**config.mk**
```make
export PLATFORM = sky130hd
export DESIGN_NAME = vend_credit_controller
export DESIGN_NICKNAME = d
export VERILOG_FILES = /design/src/rtl/coin_pkg.sv /design/src/rtl/vend_credit_controller.sv
export SDC_FILE = /design/constraint.sdc
export NUM_CORES = 1
export LEC_CHECK = 0
export ABC_AREA = 1
export CELL_PAD_IN_SITES_DETAIL_PLACEMENT = 1
export CELL_PAD_IN_SITES_GLOBAL_PLACEMENT = 1
export CORE_UTILIZATION = 37
export CTS_CLUSTER_DIAMETER = 40
export CTS_CLUSTER_SIZE = 8
export DETAILED_ROUTE_END_ITERATION = 10
export PLACE_DENSITY_LB_ADDON = 0.08
export SETUP_SLACK_MARGIN = 0.05
export SLEW_MARGIN = 10
export SYNTH_ARGS = -nofsm -noshare
export SYNTH_HDL_FRONTEND = slang
export SYNTH_SLANG_ARGS = --single-unit
```
**constraint.sdc**
```tcl
create_clock -name clk -period 2.4 [get_ports clk]
set_input_delay 0.36 -clock clk [delete_from_list [all_inputs] [get_ports clk]]
set_output_delay 0.36 -clock clk [all_outputs]
set_load 0.02 [all_outputs]
```
**src/rtl/coin_pkg.sv**
```systemverilog
// +----------------------------------------------------------------------------+
// | Package : coin_pkg                                                         |
// | Coin values and vend-sequencer state encoding, shared by coin-slot blocks. |
// | Rev 1.0                                                                    |
// +----------------------------------------------------------------------------+
`default_nettype none

package coin_pkg;

    localparam int DIME_CENTS    = 10;
    localparam int NICKEL_CENTS  = 5;
    localparam int QUARTER_CENTS = 25;

    typedef enum logic [1:0] {
        IDLE   = 2'd0,
        VEND   = 2'd1,
        CHANGE = 2'd2,
        REFUND = 2'd3
    } vend_state_t;

endpackage

`default_nettype wire

```
**src/rtl/vend_credit_controller.sv**
```systemverilog
// +----------------------------------------------------------------------------+
// | Module : vend_credit_controller                                            |
// | Accumulates coin credit, strobes vend at price, pays change in nickels.    |
// | Rev 1.0                                                                    |
// +----------------------------------------------------------------------------+
`default_nettype none

module vend_credit_controller
    import coin_pkg::*;
#(
    parameter int PRICE      = 65,
    parameter int MAX_CREDIT = 95,
    parameter int CREDIT_W   = 7
) (
    input  logic                clk,
    input  logic                reset,
    input  logic                dimeDetected,
    input  logic                nickelDetected,
    input  logic                quarterDetected,
    input  logic                cancel,
    input  logic                dispenserReady,
    output logic [CREDIT_W-1:0] credit,
    output logic                vend,
    output logic                changeNickel,
    output logic                coinReturn,
    output logic                busy
);

    localparam logic [CREDIT_W:0]   c_max_ext   = (CREDIT_W+1)'(MAX_CREDIT);
    localparam logic [CREDIT_W:0]   c_price_ext = (CREDIT_W+1)'(PRICE);
    localparam logic [CREDIT_W-1:0] c_price     = CREDIT_W'(PRICE);
    localparam logic [CREDIT_W-1:0] c_nickel    = CREDIT_W'(NICKEL_CENTS);

    vend_state_t         state_q, state_d;
    logic [CREDIT_W-1:0] credit_q, credit_d;
    logic                coin_return_q, coin_return_d;

    logic [1:0]          w_coin_count;
    logic [CREDIT_W:0]   w_coin_value;
    logic [CREDIT_W:0]   w_sum;
    logic [CREDIT_W-1:0] w_after_vend;
    logic                w_paying;

    assign w_coin_count = {1'b0, dimeDetected} + {1'b0, nickelDetected} + {1'b0, quarterDetected};

    always_comb begin
        w_coin_value = '0;
        if (dimeDetected)    w_coin_value = (CREDIT_W+1)'(DIME_CENTS);
        if (nickelDetected)  w_coin_value = (CREDIT_W+1)'(NICKEL_CENTS);
        if (quarterDetected) w_coin_value = (CREDIT_W+1)'(QUARTER_CENTS);
    end

    // One extra bit so a sum above the ceiling cannot wrap back into range.
    assign w_sum        = {1'b0, credit_q} + w_coin_value;
    assign w_after_vend = credit_q - c_price;
    assign w_paying     = (state_q == CHANGE) || (state_q == REFUND);

    always_comb begin
        state_d       = state_q;
        credit_d      = credit_q;
        coin_return_d = (w_coin_count > 2'd1) || ((w_coin_count != 2'd0) && (state_q != IDLE));
        case (state_q)
            IDLE: begin
                if (w_coin_count == 2'd1) begin
                    if (w_sum > c_max_ext) begin
                        coin_return_d = 1'b1;
                    end else begin
                        credit_d = w_sum[CREDIT_W-1:0];
                        if (w_sum >= c_price_ext) state_d = VEND;
                    end
                end else if ((w_coin_count == 2'd0) && cancel && (credit_q != '0)) begin
                    state_d = REFUND;
                end
            end
            VEND: begin
                credit_d = w_after_vend;
                state_d  = (w_after_vend == '0) ? IDLE : CHANGE;
            end
            CHANGE, REFUND: begin
                if (dispenserReady) begin
                    credit_d = credit_q - c_nickel;
                    if (credit_q == c_nickel) state_d = IDLE;
                end
            end
            default: state_d = IDLE;
        endcase
    end

    always_ff @(posedge clk) begin
        if (reset) begin
            state_q       <= IDLE;
            credit_q      <= '0;
            coin_return_q <= 1'b0;
        end else begin
            state_q       <= state_d;
            credit_q      <= credit_d;
            coin_return_q <= coin_return_d;
        end
    end

    assign credit       = credit_q;
    assign vend         = (state_q == VEND);
    assign changeNickel = w_paying && dispenserReady;
    assign coinReturn   = coin_return_q;
    assign busy         = (state_q != IDLE);

endmodule

`default_nettype wire

```
==> results.json <==
{
  "worst-path-stages": 14,
  "first_global_vias": 1431,
  "total_power_mw": 2.55,
  "synth_seq_cells": 10,
  "setup_violations": 0,
  "n_antenna_cell": 0,
  "dp_hpwl_um": 3400,
  "ios": 18,
  "synth_area_um2": 1190,
  "hold_path_end": "state_q[0]$_SDFFE_PP0P_",
  "synth_top_family_by_area": "simple AND/OR/NAND/NOR gates",
  "cp.required_ns": 2.58,
  "fillers": 437,
  "final.setup.worst_slack_ns": 0.192,
  "vias": 1449,
  "ys_warn_count": 0,
  "ant_nets": 0,
  "peakVddDrop_v": 0.000708,
  "p_per_area_nw_per_um2": 1540,
  "port_buffers": 17,
  "tritoncts": "built",
  "worstHoldStart": "state_q[0]$_SDFFE_PP0P_",
  "rsz0062_at_grt": "no",
  "r2r_slack_ns": 0.32,
  "synthDistinctLibCells": 25,
  "synth_fa_ha_area_share_pct": 11.7,
  "worst-path-buf-inv": 4,
  "worstRegToRegCells": 11,
  "leakage_nw": 0.816,
  "slowest_stage": "fa_2",
  "maxSlewViolCount": 0,
  "critical-path-top-delay-family": "simple AND/OR/NAND/NOR gates",
  "synth_xor_area_share_pct": 4.40,
  "outcome": "completed",
  "synthMuxAreaShare_pct": 0,
  "grt_first_pass_wirelength_um": 6730,
  "pre_cts_ws_ns": -0.361,
  "timing.rr.end": "state_q[1]$_SDFFE_PP0P_",
  "wl_per_cell_um": 16.2,
  "crit_fanout": 3,
  "cts_sinks": 10,
  "synthSimpleGateAreaFrac_pct": 43.8,
  "finalClockSkew_ns": 0.00793,
  "clock.fmax_ghz": 0.453,
  "maxSlewHeadroom_pct": 69.7,
  "crit_path_cell_trace": "dlygate4sd2_1, inv_1, nand2_2, ha_4, inv_1, fa_2, buf_4, xnor2_2, nor3_2, nand3_1, nand4_1, nand2_1, a21oi_1, nor2_1",
  "drive_above_1_share_pct": 19.1,
  "start_util_pct": 39.1,
  "layout_min_cycle_time_ns": 2.21,
  "crit_type": "in -> reg",
  "die_y_um": 58.8,
  "clkTransAtPathRegs_ns": 0.07,
  "drt_iter0_drc": 63,
  "synth_compound_area_share_pct": 12.6,
  "gr-usage-all-layers_pct": 26.1,
  "syn_inst": 198,
  "tightest_slew_ns": 0.454,
  "holdPathStages": 2,
  "drc": 0,
  "cts_buffer_depth": 2,
  "gr-total-overflow": 0,
  "fp.coreArea_um2": 3050,
  "timing.critical_path.mode_cell": "inv_1",
  "dieArea_um2": 3460,
  "firstDrtPassIters": 4,
  "post-route-period-util_pct": 92.0,
  "crit_path_start_kind": "primary input",
  "cts-htree-levels": 1,
  "wirelength_um": 4530,
  "grt_antenna_before_repair": 0,
  "slowest_delay_ns": 0.38,
  "cts_made_buffers": 3,
  "nNetsFinal": 253,
  "syn_avg_cell_area_um2": 6.03,
  "syn_nets": 215,
  "r2r-start": "credit[0]$_SDFFE_PP0P_",
  "postCtsHoldBufs": 0,
  "via_per_inst": 5.19,
  "cp.arrival_ns": 2.38,
  "insertion_delay_ns": 0.28,
  "die_w_um": 58.8,
  "hold_path.class": "reg -> reg",
  "cp-end-kind": "flip-flop",
  "hold_violations": 0,
  "cap_violations": 0,
  "grt_max_degree": 13,
  "ys_seq_area_share_pct": 16.8,
  "rows": 20,
  "syn_to_final_growth_pct": 38.5,
  "place.gp.congestion": 0.941,
  "cts-root-buf": "clkbuf_4"
}
==> worst register-to-register path: cells and delay by family, from the launching register on <==
family | cells | cell delay, ns
buffers and inverters | 2 | 0.22
xor gates and xnor gates | 1 | 0.15
DFF | 1 | 0.39
and+or+nand+nor | 5 | 0.53
adders and majority gates | 2 | 0.54
AOI/OAI and AO/OA | 1 | 0.14
==> state kept, by name, summed over array words and instances, names as in the netlist <==
signal / count
coinReturn: 1
credit: 7
state_q: 2
==> logic make-up (layout without fill, tap and decap cells) <==
family	count (synthesis)	in the layout
and+or+nand+nor	112	112
xor gates and xnor gates	6	6
buffers and inverters	32	69
DFF	10	10
AOI/OAI and AO/OA	28	28
adders and majority gates	10	10
==> synth_stat cells <==
cell / number / area (µm²)
nand2_1: 49 / 184
inv_1: 29 / 109
nand3_1: 23 / 115
nor2_1: 22 / 82.6
a21oi_1: 16 / 80.1
dfxtp_1: 10 / 200
o21ai_0: 9 / 45.0
ha_1: 8 / 100
nand4_1: 5 / 31.3
nor3_1: 5 / 25.0
xor2_1: 4 / 35.0
fa_1: 2 / 40.0
nand2_4: 2 / 22.5
nand3b_1: 2 / 15.0
xnor2_1: 2 / 17.5
a221oi_1: 1 / 8.76
a41oi_1: 1 / 8.76
buf_2: 1 / 5.00
buf_6: 1 / 11.3
inv_2: 1 / 3.75
nand2_2: 1 / 6.26
nand3_2: 1 / 10.0
nor2_4: 1 / 11.3
nor2_8: 1 / 20.0
o31ai_1: 1 / 7.51
==> power by group <==
part	leakage, nW	switching [mW]	total (mW)	internal [mW]
logic	0.712	1.21	2.03	0.815
clock network	0.0210	0.0724	0.165	0.0924
registers	0.0829	0.123	0.365	0.242
==> worst max-delay path by stage <==
stage                           start                      end  slack (ns)
6_report               nickelDetected  state_q[1]$_SDFFE_PP0P_        0.19
3_3_place_gp           nickelDetected   credit[1]$_SDFFE_PP0P_       -0.27
3_5_place_dp           nickelDetected   credit[4]$_SDFFE_PP0P_       -0.36
2_1_floorplan  credit[0]$_SDFFE_PP0P_   credit[4]$_SDFFE_PP0P_        0.31
5_1_grt                nickelDetected  state_q[1]$_SDFFE_PP0P_        0.07
4_1_cts               quarterDetected   credit[4]$_SDFFE_PP0P_        0.05
==> cells in the final DEF, fill, tap and decap left out, types with 3 or more instances in the layout <==
master	instances
a21oi_1	14
buf_4	18
clkbuf_4	3
clkdlybuf4s50_1	14
dfxtp_1	10
ha_1	6
inv_1	27
inv_2	3
nand2_1	46
nand2_2	4
nand3_1	22
nand4_1	5
nor2_1	21
nor3_1	3
o21ai_0	8
xor2_1	4
==> timing repair <==
item / 4_1_cts / 5_1_grt
gates cloned: 0 / 0
setup endpoints to repair: 10 / 10
gates resized for setup: 5 / 17
pin swaps: 2 / 4
buffers inserted: 1 / 3
==> per-stage QoR <==
step | setup TNS, ns | hold WS [ns] | instances | util (%) | cell area, µm²
floorplan | 0 | 0.429 | 198 | - | 1190
detailed placement | -2.93 | 0.547 | 271 | 49.4 | 1510
finish | 0 | 0.552 | 279 | 54.2 | 1660
global route | 0 | 0.579 | 279 | 54.2 | 1660
global placement | -2.35 | 0.540 | 271 | 49.4 | 1510
CTS | 0 | 0.557 | 276 | 51.1 | 1560
==> per-layer routing <==
layer | part of all wire, % | track usage [%]
met4 | 1.3 | 7.14
met2 | 50 | 44.5
met5 | 0 | 0
met3 | 3.4 | 1.98
met1 | 46 | 35.4
==> area by class of cell <==
cell class | count | area [µm²] | area share [%]
well taps | 44 | 55.1 | 3.33
clock buffers | 4 | 36.3 | 2.19
multi-input cells | 156 | 942 | 56.9
flip-flops and latches | 10 | 200 | 12.1
inverters | 30 | 113 | 6.80
repair buffers | 35 | 309 | 18.7
Power figures use the tool's default switching activity.
